`src/rtl/sequence_ram_ctrl.sv`:
```
// Record/playback controller for a 64x10 single-port synchronous RAM.
// Records notes on record-button edges and loops them back at a fixed tempo.
module sequence_ram_ctrl #(
  parameter int TEMPO_DIV = 12500000
) (
  input  logic       clock,
  input  logic       resetn,
  input  logic       record_mode,
  input  logic       play_mode,
  input  logic       record,
  input  logic       clear,
  input  logic [9:0] note_sequence,
  input  logic [9:0] ram_q,
  output logic [5:0] ram_address,
  output logic [9:0] ram_data,
  output logic       ram_wren,
  output logic [9:0] play_notes,
  output logic       play_step,
  output logic [6:0] length,
  output logic       full
);

  localparam int TW = (TEMPO_DIV > 1) ? $clog2(TEMPO_DIV) : 1;
  localparam logic [TW-1:0] TICK_MAX = TW'(TEMPO_DIV - 1);

  typedef enum logic [2:0] {
    IDLE, REC, REC_WR, PLAY_ADDR, PLAY_DATA, PLAY_HOLD
  } state_t;

  state_t        state_q, state_d;
  logic [6:0]    len_q, len_d;
  logic [5:0]    rd_q, rd_d;
  logic [9:0]    notes_q, notes_d;
  logic          step_q, step_d;
  logic [TW-1:0] tick_q, tick_d;
  logic [9:0]    data_q, data_d;
  logic          rec_prev_q;

  logic rec_edge, is_full, play_abort;

  assign rec_edge   = record & ~rec_prev_q;
  assign is_full    = (len_q == 7'd64);
  assign play_abort = ~play_mode | record_mode;

  always_comb begin
    state_d = state_q;
    len_d   = len_q;
    rd_d    = rd_q;
    notes_d = notes_q;
    step_d  = 1'b0;
    tick_d  = tick_q;
    data_d  = data_q;
    if (clear) begin
      state_d = IDLE;
      len_d   = '0;
      rd_d    = '0;
      notes_d = '0;
      tick_d  = '0;
    end else begin
      case (state_q)
        IDLE: begin
          notes_d = '0;
          if (record_mode) state_d = REC;
          else if (play_mode && len_q != 7'd0) begin
            state_d = PLAY_ADDR;
            rd_d    = '0;
          end
        end
        REC: begin
          notes_d = '0;
          if (!record_mode) state_d = IDLE;
          else if (rec_edge && !is_full) begin
            state_d = REC_WR;
            data_d  = note_sequence;
          end
        end
        REC_WR: begin
          len_d   = len_q + 7'd1;
          state_d = REC;
        end
        PLAY_ADDR: begin
          if (play_abort) begin
            state_d = IDLE;
            notes_d = '0;
          end else state_d = PLAY_DATA;
        end
        PLAY_DATA: begin
          if (play_abort) begin
            state_d = IDLE;
            notes_d = '0;
          end else begin
            notes_d = ram_q;
            step_d  = 1'b1;
            tick_d  = '0;
            state_d = PLAY_HOLD;
          end
        end
        PLAY_HOLD: begin
          if (play_abort) begin
            state_d = IDLE;
            notes_d = '0;
          end else if (tick_q == TICK_MAX) begin
            // wrap on the stored length, not the RAM depth
            rd_d    = (({1'b0, rd_q} + 7'd1) == len_q) ? 6'd0 : rd_q + 6'd1;
            state_d = PLAY_ADDR;
          end else tick_d = tick_q + TW'(1);
        end
        default: state_d = IDLE;
      endcase
    end
  end

  always_ff @(posedge clock or negedge resetn) begin
    if (!resetn) begin
      state_q    <= IDLE;
      len_q      <= '0;
      rd_q       <= '0;
      notes_q    <= '0;
      step_q     <= 1'b0;
      tick_q     <= '0;
      data_q     <= '0;
      rec_prev_q <= 1'b0;
    end else begin
      state_q    <= state_d;
      len_q      <= len_d;
      rd_q       <= rd_d;
      notes_q    <= notes_d;
      step_q     <= step_d;
      tick_q     <= tick_d;
      data_q     <= data_d;
      rec_prev_q <= record;
    end
  end

  // write pointer is the low bits of length; full blocks any wrap
  assign ram_address = (state_q == REC || state_q == REC_WR) ? len_q[5:0] : rd_q;
  assign ram_wren    = (state_q == REC_WR) && !clear;
  assign ram_data    = data_q;
  assign play_notes  = notes_q;
  assign play_step   = step_q;
  assign length      = len_q;
  assign full        = is_full;

endmodule

```
`config.mk`:
```
export PLATFORM = sky130hd
export DESIGN_NAME = sequence_ram_ctrl
export DESIGN_NICKNAME = d
export VERILOG_FILES = /design/src/rtl/sequence_ram_ctrl.sv
export SDC_FILE = /design/constraint.sdc
export NUM_CORES = 1
export LEC_CHECK = 0
export BUFFER_PORTS_ARGS = -buffer_cell sky130_fd_sc_hd__buf_4
export CAP_MARGIN = 10
export CORE_ASPECT_RATIO = 1.5
export CORE_MARGIN = 2
export CORE_UTILIZATION = 41
export DETAILED_ROUTE_END_ITERATION = 16
export GPL_TIMING_DRIVEN = 1
export PLACE_DENSITY = 0.7
export SLEW_MARGIN = 15
export SYNTH_ARGS = -nofsm -noshare
export SYNTH_HDL_FRONTEND = slang
export SYNTH_SLANG_ARGS = --single-unit
```
`constraint.sdc`:
```
create_clock -name clock -period 2.2 [get_ports clock]
set_input_delay 0.22 -clock clock [delete_from_list [all_inputs] [get_ports clock]]
set_output_delay 0.22 -clock clock [all_outputs]
set_load 0.03 [all_outputs]
```
After elaboration in Yosys (flattened, before gate mapping)
Index checks and enable logic that the tools add are counted.
{"block": "word_totals", "input_bits": 26, "out_inout_bits": 36, "register_bits": 62}
{"block": "classes", "addsub": 4, "reduce_logical": 19, "n_eq_ne": 18, "muxes": 32, "n_bitwise": 5}
{"cell": "$mux W24", "n": 4}
{"cell": "$pmux W24 S2", "n": 1}
{"cell": "$mux W6", "n": 7}
{"cell": "$mux W10", "n": 3}
{"cell": "$pmux W10 S3", "n": 1}
{"cell": "$mux W3", "n": 9}
{"cell": "$add A24 B1 Y24 const B", "n": 1}
{"cell": "$eq A24 B24 Y1 const B", "n": 1}
{"cell": "$ne A3 B3 Y1 const B", "n": 6}
{"cell": "$pmux W3 S6", "n": 1}
{"cell": "$mux W7", "n": 2}
{"cell": "$ne A4 B4 Y1 const B", "n": 3}
{"cell": "$pmux W6 S2", "n": 1}
{"cell": "$reduce_and A4 Y1", "n": 2}
{"cell": "$add A6 B1 Y7 const B", "n": 1}
{"cell": "$add A7 B1 Y7 const B", "n": 1}
{"cell": "$eq A7 B7 Y1", "n": 1}
{"cell": "$eq A7 B7 Y1 const B", "n": 1}
{"cell": "$reduce_bool A7 Y1", "n": 1}
{"cell": "$add A6 B1 Y6 const B", "n": 1}
{"cell": "$eq A3 B2 Y1 const B", "n": 2}
{"cell": "$eq A3 B3 Y1 const B", "n": 2}
{"cell": "$reduce_bool A3 Y1", "n": 2}
{"cell": "$reduce_and A5 Y1", "n": 1}
{"cell": "other kinds (15)", "n": 23}

Depth between registers and ports, before layout
Gate-level depths: netlist of run 1.
{"block": "logic_depth", "ltp_word": 7, "mapped_depth": 8, "depth_no_buf": 7}

Least setup slack after synthesis of run 1
Ideal clock, no wire load.
{"block": "synth_path", "path_type": "register to output", "startpoint": "reg len_q[1] (netlist: length[1])", "endpoint": "out full", "required_time_ns": 1.980, "n_path_buf": 0, "path_slack_ns": 0.072, "t_arrival_ns": 1.908, "path_stages_with_launch": 5, "cell_sequence": "dfrtp_1 inv_1 ha_1 or4b_4 nor3_1"}
{"block": "synth_via", "elab_chain_cells": 1}
{"element": "from (decl)", "line_no": "31", "rtl": "logic [6:0] len_q, len_d;"}
{"element": "from (signal assigned)", "line_no": "125", "rtl": "len_q <= len_d;"}
{"element": "$eq A7 B7 Y1", "line_no": "42", "rtl": "assign is_full = (len_q == 7'd64);"}
{"element": "to (decl)", "line_no": "20", "rtl": "output logic full"}
No other way between the ends.

Worst setup path in the final report of run 1
{"block": "layout_path", "startpoint": "reg tick_q[0]", "endpoint": "reg tick_q[23]"}
{"block": "layout_via", "elab_chain_cells": 5, "word_cells_on_any_way": 8}
{"element": "from (decl)", "line_no": "35", "rtl": "logic [TW-1:0] tick_q, tick_d;"}
{"element": "from (signal assigned)", "line_no": "129", "rtl": "tick_q <= tick_d;"}
{"element": "$add A24 B1 Y24", "line_no": "106", "rtl": "end else tick_d = tick_q + TW'(1);"}
{"element": "$mux W24", "line_no": "102", "rtl": "end else if (tick_q == TICK_MAX) begin"}
{"element": "$mux W24", "line_no": "99", "rtl": "if (play_abort) begin"}
{"element": "$pmux W24 S2", "line_no": "60", "rtl": "case (state_q)"}
{"element": "$mux W24", "line_no": "53", "rtl": "if (clear) begin"}
Parallel ways exist; a longest one is shown, timed or not. The select of a mux whose other input is x is not followed.
A chain may end at the register's enable or synchronous reset.

==> impl_metrics.tcl, run 1 <==
set metrics [dict create \
    drtIter0Drc 182 \
    synth-seq-area-share 0.455 \
    wire_per_inst_um 15.4 \
    crit_arrival_ns 2.34 \
    numCtsBuffers 9 \
    portBuffers 61 \
    die_x_um 78.5 \
    yosysTopAreaCellShare 0.455 \
    start_util 0.423 \
    grt-ovfl-total 0 \
    place_ws_ns 0.127 \
    syn_area_um2 3410 \
    cts_tree "built" \
    r2r-end "tick_q[23]" \
    routabilityCongestion 0.840 \
    htreeDepth 3 \
    track_usage 0.196 \
    seqPwrFrac 0.359 \
    combPwrFrac 0.201 \
    max_freq_ghz 0.481 \
    routed-via-count 2984 \
    p_int_mw 2.66 \
    syn_to_final_growth_pct 30.7 \
    hp-start "record" \
    yosysMostFrequentCell "dfrtp_1" \
    hold_path_depth 1 \
    p_per_area_nw_per_um2 814 \
    critPathKind "flop to flop" \
    syn_avg_cell_area_um2 9.77 \
    r2r_start "tick_q[0]" \
    fin_crit_sh 0.946 \
    setup_viol 0 \
    place_area_um2 4090 \
    synth-main-ff-cell "dfrtp_1" \
    syn_nets 379 \
    via_per_inst 5.55 \
    p_leak_nw 2.03 \
    synth_common_cells "62 x dfrtp_1, 27 x a21oi_1, 26 x nor2_1, 22 x nand2_1, 14 x a22o_1" \
    drive_gt1_frac 0.277 \
    dieArea_um2 9080 \
    r2r_slack_ns 0.12 \
    grt_max_degree 63 \
    final_max_slew_viol_count 0 \
    max-clock-path-buffers 2 \
    first_global_vias 3012 \
    status "finished, final reports clean" \
    cp-start-kind "flop" \
    synthCells 349 \
    wirelength_um 8300 \
    clkPwrFrac 0.440 \
    cts-root-buf "clkbuf_16" \
    rsz0062_at_grt "false" \
    hold_end "rec_prev_q" \
    fp.dieH_um 116 \
    ys_top_cells_by_area "dfrtp_1 45%, a21oi_1 4.0%, mux2_2 4.0%" \
    hold_viol 0 \
    synth_cell_type_count 51 \
    core.rowCount 40 \
    finalInstanceArea_um2 4460 \
    clock_sinks 62 \
    antenna_found_initial 0 \
    hp-class "input pin to flop" \
    dr.pass1.iters 5 \
    yosys_warnings 0 \
    ys_async_sr_fraction 1.00 \
    fin_hold_ws_ns 0.0178 \
    maxSlewHeadroom 0.476 \
    hpwl_um 5900 \
    finalCriticalPeriod_ns 2.08 \
    vdd.ir_drop.worst_mv 0.684 \
    fin_skew_ns 0.00574 \
    cp.required_ns 2.46 \
    max_slew.worst_pin.slew_ns 0.786 \
    end_kind "flop" \
    power_switching_mw 0.969 \
    antenna_left 0 \
    core-area_um2 8060 \
    setup_ws_ns 0.119 \
    cts.clk_slew.worst_paths_ns 0.05 \
    tns_ns 0 \
    finalNetCount 458 \
    antenna_cells 0 \
    reg2regPathDepth 7 \
    grt_pass1_wl_um 13800 \
    maxCapViolCount 0 \
    crit_path_max_fanout 30 \
    clk_latency_ns 0.33 \
    swShare 0.267 \
    yosys.area.top_type "dfrtp_1" \
    synth-edff-count 0 \
    io_pins 62 \
    synth-seq-cells 62 \
    drc 0 \
]
## worst max-delay path by stage
stage / start / endpoint / cells past startpoint
floorplan: length[1] / full / 4
global placement: tick_q[0] / tick_q[23] / 7
detailed placement: tick_q[0] / tick_q[23] / 7
CTS: state_q[0] / ram_address[0] / 6
global route: tick_q[0] / tick_q[21] / 7
finish: tick_q[0] / tick_q[23] / 7
## routing by layer
metal	vias up	GRT usage	routed length [um]
li1	1457	-	-
met1	1446	0.205	3270
met2	56	0.357	4460
met3	25	0.0413	248
met4	0	0.120	318
met5	-	0	0
## critical path, stage by stage (launching register included)
cell and delay [ns]:
dfrtp_1 0.41, ha_1 0.25, and3_2 0.25, nand4_1 0.15
o21ai_1 0.11, buf_12 0.19, or4_1 0.50, a21oi_1 0.15
## cells in the final DEF (no fill, tap or decap), drive strengths merged, types with 12 or more instances in the layout
cell type  count
nand4         13
a21oi         27
nor3          13
clkbuf        12
o21ai         16
nand2         23
xnor2         13
nor2          27
nand3         13
buf           82
dfrtp         62
a22o          15
inv           13
mux2          12
## power by group through the flow
stage / clock network (mW) / registers [mW] / logic [mW]
finish: 1.60 / 1.30 / 0.730
global route: 1.67 / 1.31 / 0.784
CTS: 1.62 / 1.31 / 0.710
detailed placement: 0 / 1.33 / 0.706
global placement: 0 / 1.32 / 0.700
floorplan: 0 / 1.48 / 0.258
## sequential cells by signal (all words and copies together) (netlist names)
signal	count
length	7
play_notes	10
play_step	1
ram_data	10
rd_q	6
rec_prev_q	1
state_q	3
tick_q	24
## kinds of logic (layout without fill, tap and decap cells)
logic type,count (synthesis),in the layout,share of synthesized area
compound gates,90,90,0.175
simple gates,126,126,0.211
fa+ha+maj,4,4,0.0147
flops,62,62,0.455
xor+xnor,18,18,0.0462
mux,21,21,0.0660
buf+inv,28,112,0.0326
## area by class of cell
type                            instances  area, um^2
Clock inverter                          4        95.1
Tap cell                              105         131
Inverter                               13        48.8
Sequential cell                        62        1550
Timing Repair Buffer                   83         638
Clock buffer                           12         236
Fill cell                             739        3600
Multi-Input combinational cell        259        1750
## per-stage QoR
step,util,total power [mW],cells
global route,0.553,3.76,538
finish,0.553,3.63,538
floorplan,-,1.73,349
CTS,0.550,3.64,535
detailed placement,0.508,2.03,518
global placement,0.508,2.02,518
## what timing repair did
action / 4_1_cts / 5_1_grt
endpoints found under the hold margin: 3 / 0
gates resized for setup: 0 / 1
hold buffers: 1 / 0
setup endpoints to repair: 0 / 2
setup buffers: 0 / 3
Note: power is estimated with default switching activity, not from simulation.
==> run 2, diff against run 1 <==
--- a/config.mk
+++ b/config.mk
@@ -9,10 +9,10 @@
 export CAP_MARGIN = 10
 export CORE_ASPECT_RATIO = 1.5
 export CORE_MARGIN = 2
-export CORE_UTILIZATION = 41
+export CORE_UTILIZATION = 31
 export DETAILED_ROUTE_END_ITERATION = 16
 export GPL_TIMING_DRIVEN = 1
-export PLACE_DENSITY = 0.7
+export PLACE_DENSITY = 0.57
 export SLEW_MARGIN = 15
 export SYNTH_ARGS = -nofsm -noshare
 export SYNTH_HDL_FRONTEND = slang
==> run 2 against run 1 <==
Against the previous run:
- the flow now finishes with violations (negative hold slack)
- first-iteration DRC count decreased by 9.3%
- fmax decreased by 0.53%
- clock power decreased by 9%
- global-route usage decreased by 3.0 points
- critical path depth unchanged
- clock skew about the same
- via count increased by 0.77%
- cell area increased by 0.81%
- largest power group unchanged
==> impl_metrics.tcl, run 2 (synthesis results as in run 1) <==
set metrics [dict create \
    numCtsBuffers 9 \
    cp-start-kind "flop" \
    antenna_found_initial 0 \
    syn_to_final_growth_pct 31.7 \
    r2r-end "tick_q[23]" \
    drtIter0Drc 165 \
    clock_sinks 62 \
    layout.cells.non_filler 579 \
    antenna_left 0 \
    cts-root-buf "clkbuf_16" \
    cts.clk_slew.worst_paths_ns 0.05 \
    finalInstanceArea_um2 4490 \
    top_register "tick_q" \
    place_area_um2 4180 \
    max_slew.worst_pin.slew_ns 0.957 \
    drive_gt1_frac 0.287 \
    grt-ovfl-total 0 \
    hpwl_um 6570 \
    final_max_slew_viol_count 0 \
    cp.required_ns 2.45 \
    grt_pass1_wl_um 15400 \
    setup_ws_ns 0.108 \
    first_global_vias 3093 \
    final_cell_mix "84 x buf_4, 62 x dfrtp_1, 27 x a21oi_1" \
    vdd.ir_drop.worst_mv 0.562 \
    postLayoutCoreUtil 0.422 \
    max-clock-path-buffers 2 \
    r2r_start "tick_q[0]" \
    io_pins 62 \
    setup_viol 0 \
    placed_cells 562 \
    max_freq_ghz 0.478 \
    r2r_slack_ns 0.11 \
    routabilityCongestion 0.810 \
    core-area_um2 10600 \
    track_usage 0.166 \
    path_delay_family "simple AND/OR/NAND/NOR gates" \
    antenna_cells 0 \
    core.rowCount 46 \
    place_ws_ns 0.128 \
    final_common_cell "buf_4" \
    hp-class "input pin to asynchronous set/reset pin" \
    maxCapViolCount 0 \
    crit_buf_inv 1 \
    grt_max_degree 63 \
    slowest_stage "or4_1" \
    via_per_inst 5.19 \
    critPathKind "flop to flop" \
    p_per_area_nw_per_um2 776 \
    fp.dieH_um 132 \
    end_kind "flop" \
    fin_hold_ws_ns -0.0201 \
    dieArea_um2 11900 \
    reg2regPathDepth 7 \
    tns_ns 0 \
    start_util 0.320 \
    dr.pass1.iters 5 \
    fin_skew_ns 0.00574 \
    wirelength_um 8960 \
    htreeDepth 3 \
    hold_viol 34 \
    finalCriticalPeriod_ns 2.09 \
    die_x_um 89.6 \
    cts_tree "built" \
    path_cells "ha_1 -> and3_2 -> nand4_1 -> o21ai_2 -> buf_12 -> or4_1 -> a21oi_1" \
    status "finished, violations left" \
    finalNetCount 460 \
    maxSlewHeadroom 0.362 \
    crit_arrival_ns 2.34 \
    largest_reg_flops 24 \
    power.total_mw 3.49 \
    wire_per_inst_um 15.5 \
    portBuffers 61 \
    clk_latency_ns 0.33 \
    cts_hold_buf 0 \
    routed-via-count 3007 \
    crit_path_max_fanout 30 \
    drc 0 \
    p_leak_nw 2.03 \
    fin_crit_sh 0.951 \
    violations "negative hold slack" \
    max_stage_delay_ns 0.51 \
    rsz0062_at_grt "false" \
]
-- run 2: changes by cell type in the layout (fill, tap and decap cells not counted) --
cell	change
nor4_2	-1
dfrtp_2	-1
clkinvlp_4	+3
bufinv_16	-2
dfrtp_1	+1
dlygate4sd3_1	-1
nor4_1	+1
o21ai_2	+1
buf_4	+3
o21ai_1	-1
clkbuf_1	-3
clkbuf_8	+2
-- run 2: layout make-up --
cell class | count | area (um^2)
Fill cell | 1054 | 6150
Inverter | 13 | 48.8
Multi-Input combinational cell | 259 | 1750
Timing Repair Buffer | 85 | 651
Clock inverter | 5 | 57.6
Clock buffer | 11 | 253
Sequential cell | 62 | 1550
Tap cell | 144 | 180
-- run 2: metal layers --
metal / track usage / wire length, um / share of wire / vias up
met5: 0 / 0 / 0 / -
met4: 0.0655 / 151 / 0.017 / 0
met3: 0.0268 / 212 / 0.024 / 9
met2: 0.286 / 4960 / 0.55 / 38
met1: 0.201 / 3640 / 0.41 / 1498
li1: - / - / - / 1462
-- run 2: what timing repair did --
action / 4_1_cts / 5_1_grt
gates resized for setup: 0 / 0
buffers inserted: 0 / 1
endpoints found under the setup margin: 0 / 4
-- run 2: how the worst max path moves through the flow --
stage / cells past startpoint / start / endpoint
after floorplan: 4 / length[1] / full
after global placement: 5 / tick_q[5] / rd_q[5]
after detailed placement: 7 / tick_q[0] / tick_q[23]
after CTS: 6 / state_q[0] / ram_address[0]
after global routing: 6 / state_q[0] / ram_address[0]
final: 7 / tick_q[0] / tick_q[23]
-- run 2: power by group --
group          switching [mW]  internal [mW]
clock network           0.518          0.935
registers              0.0565           1.23
logic                   0.426          0.317
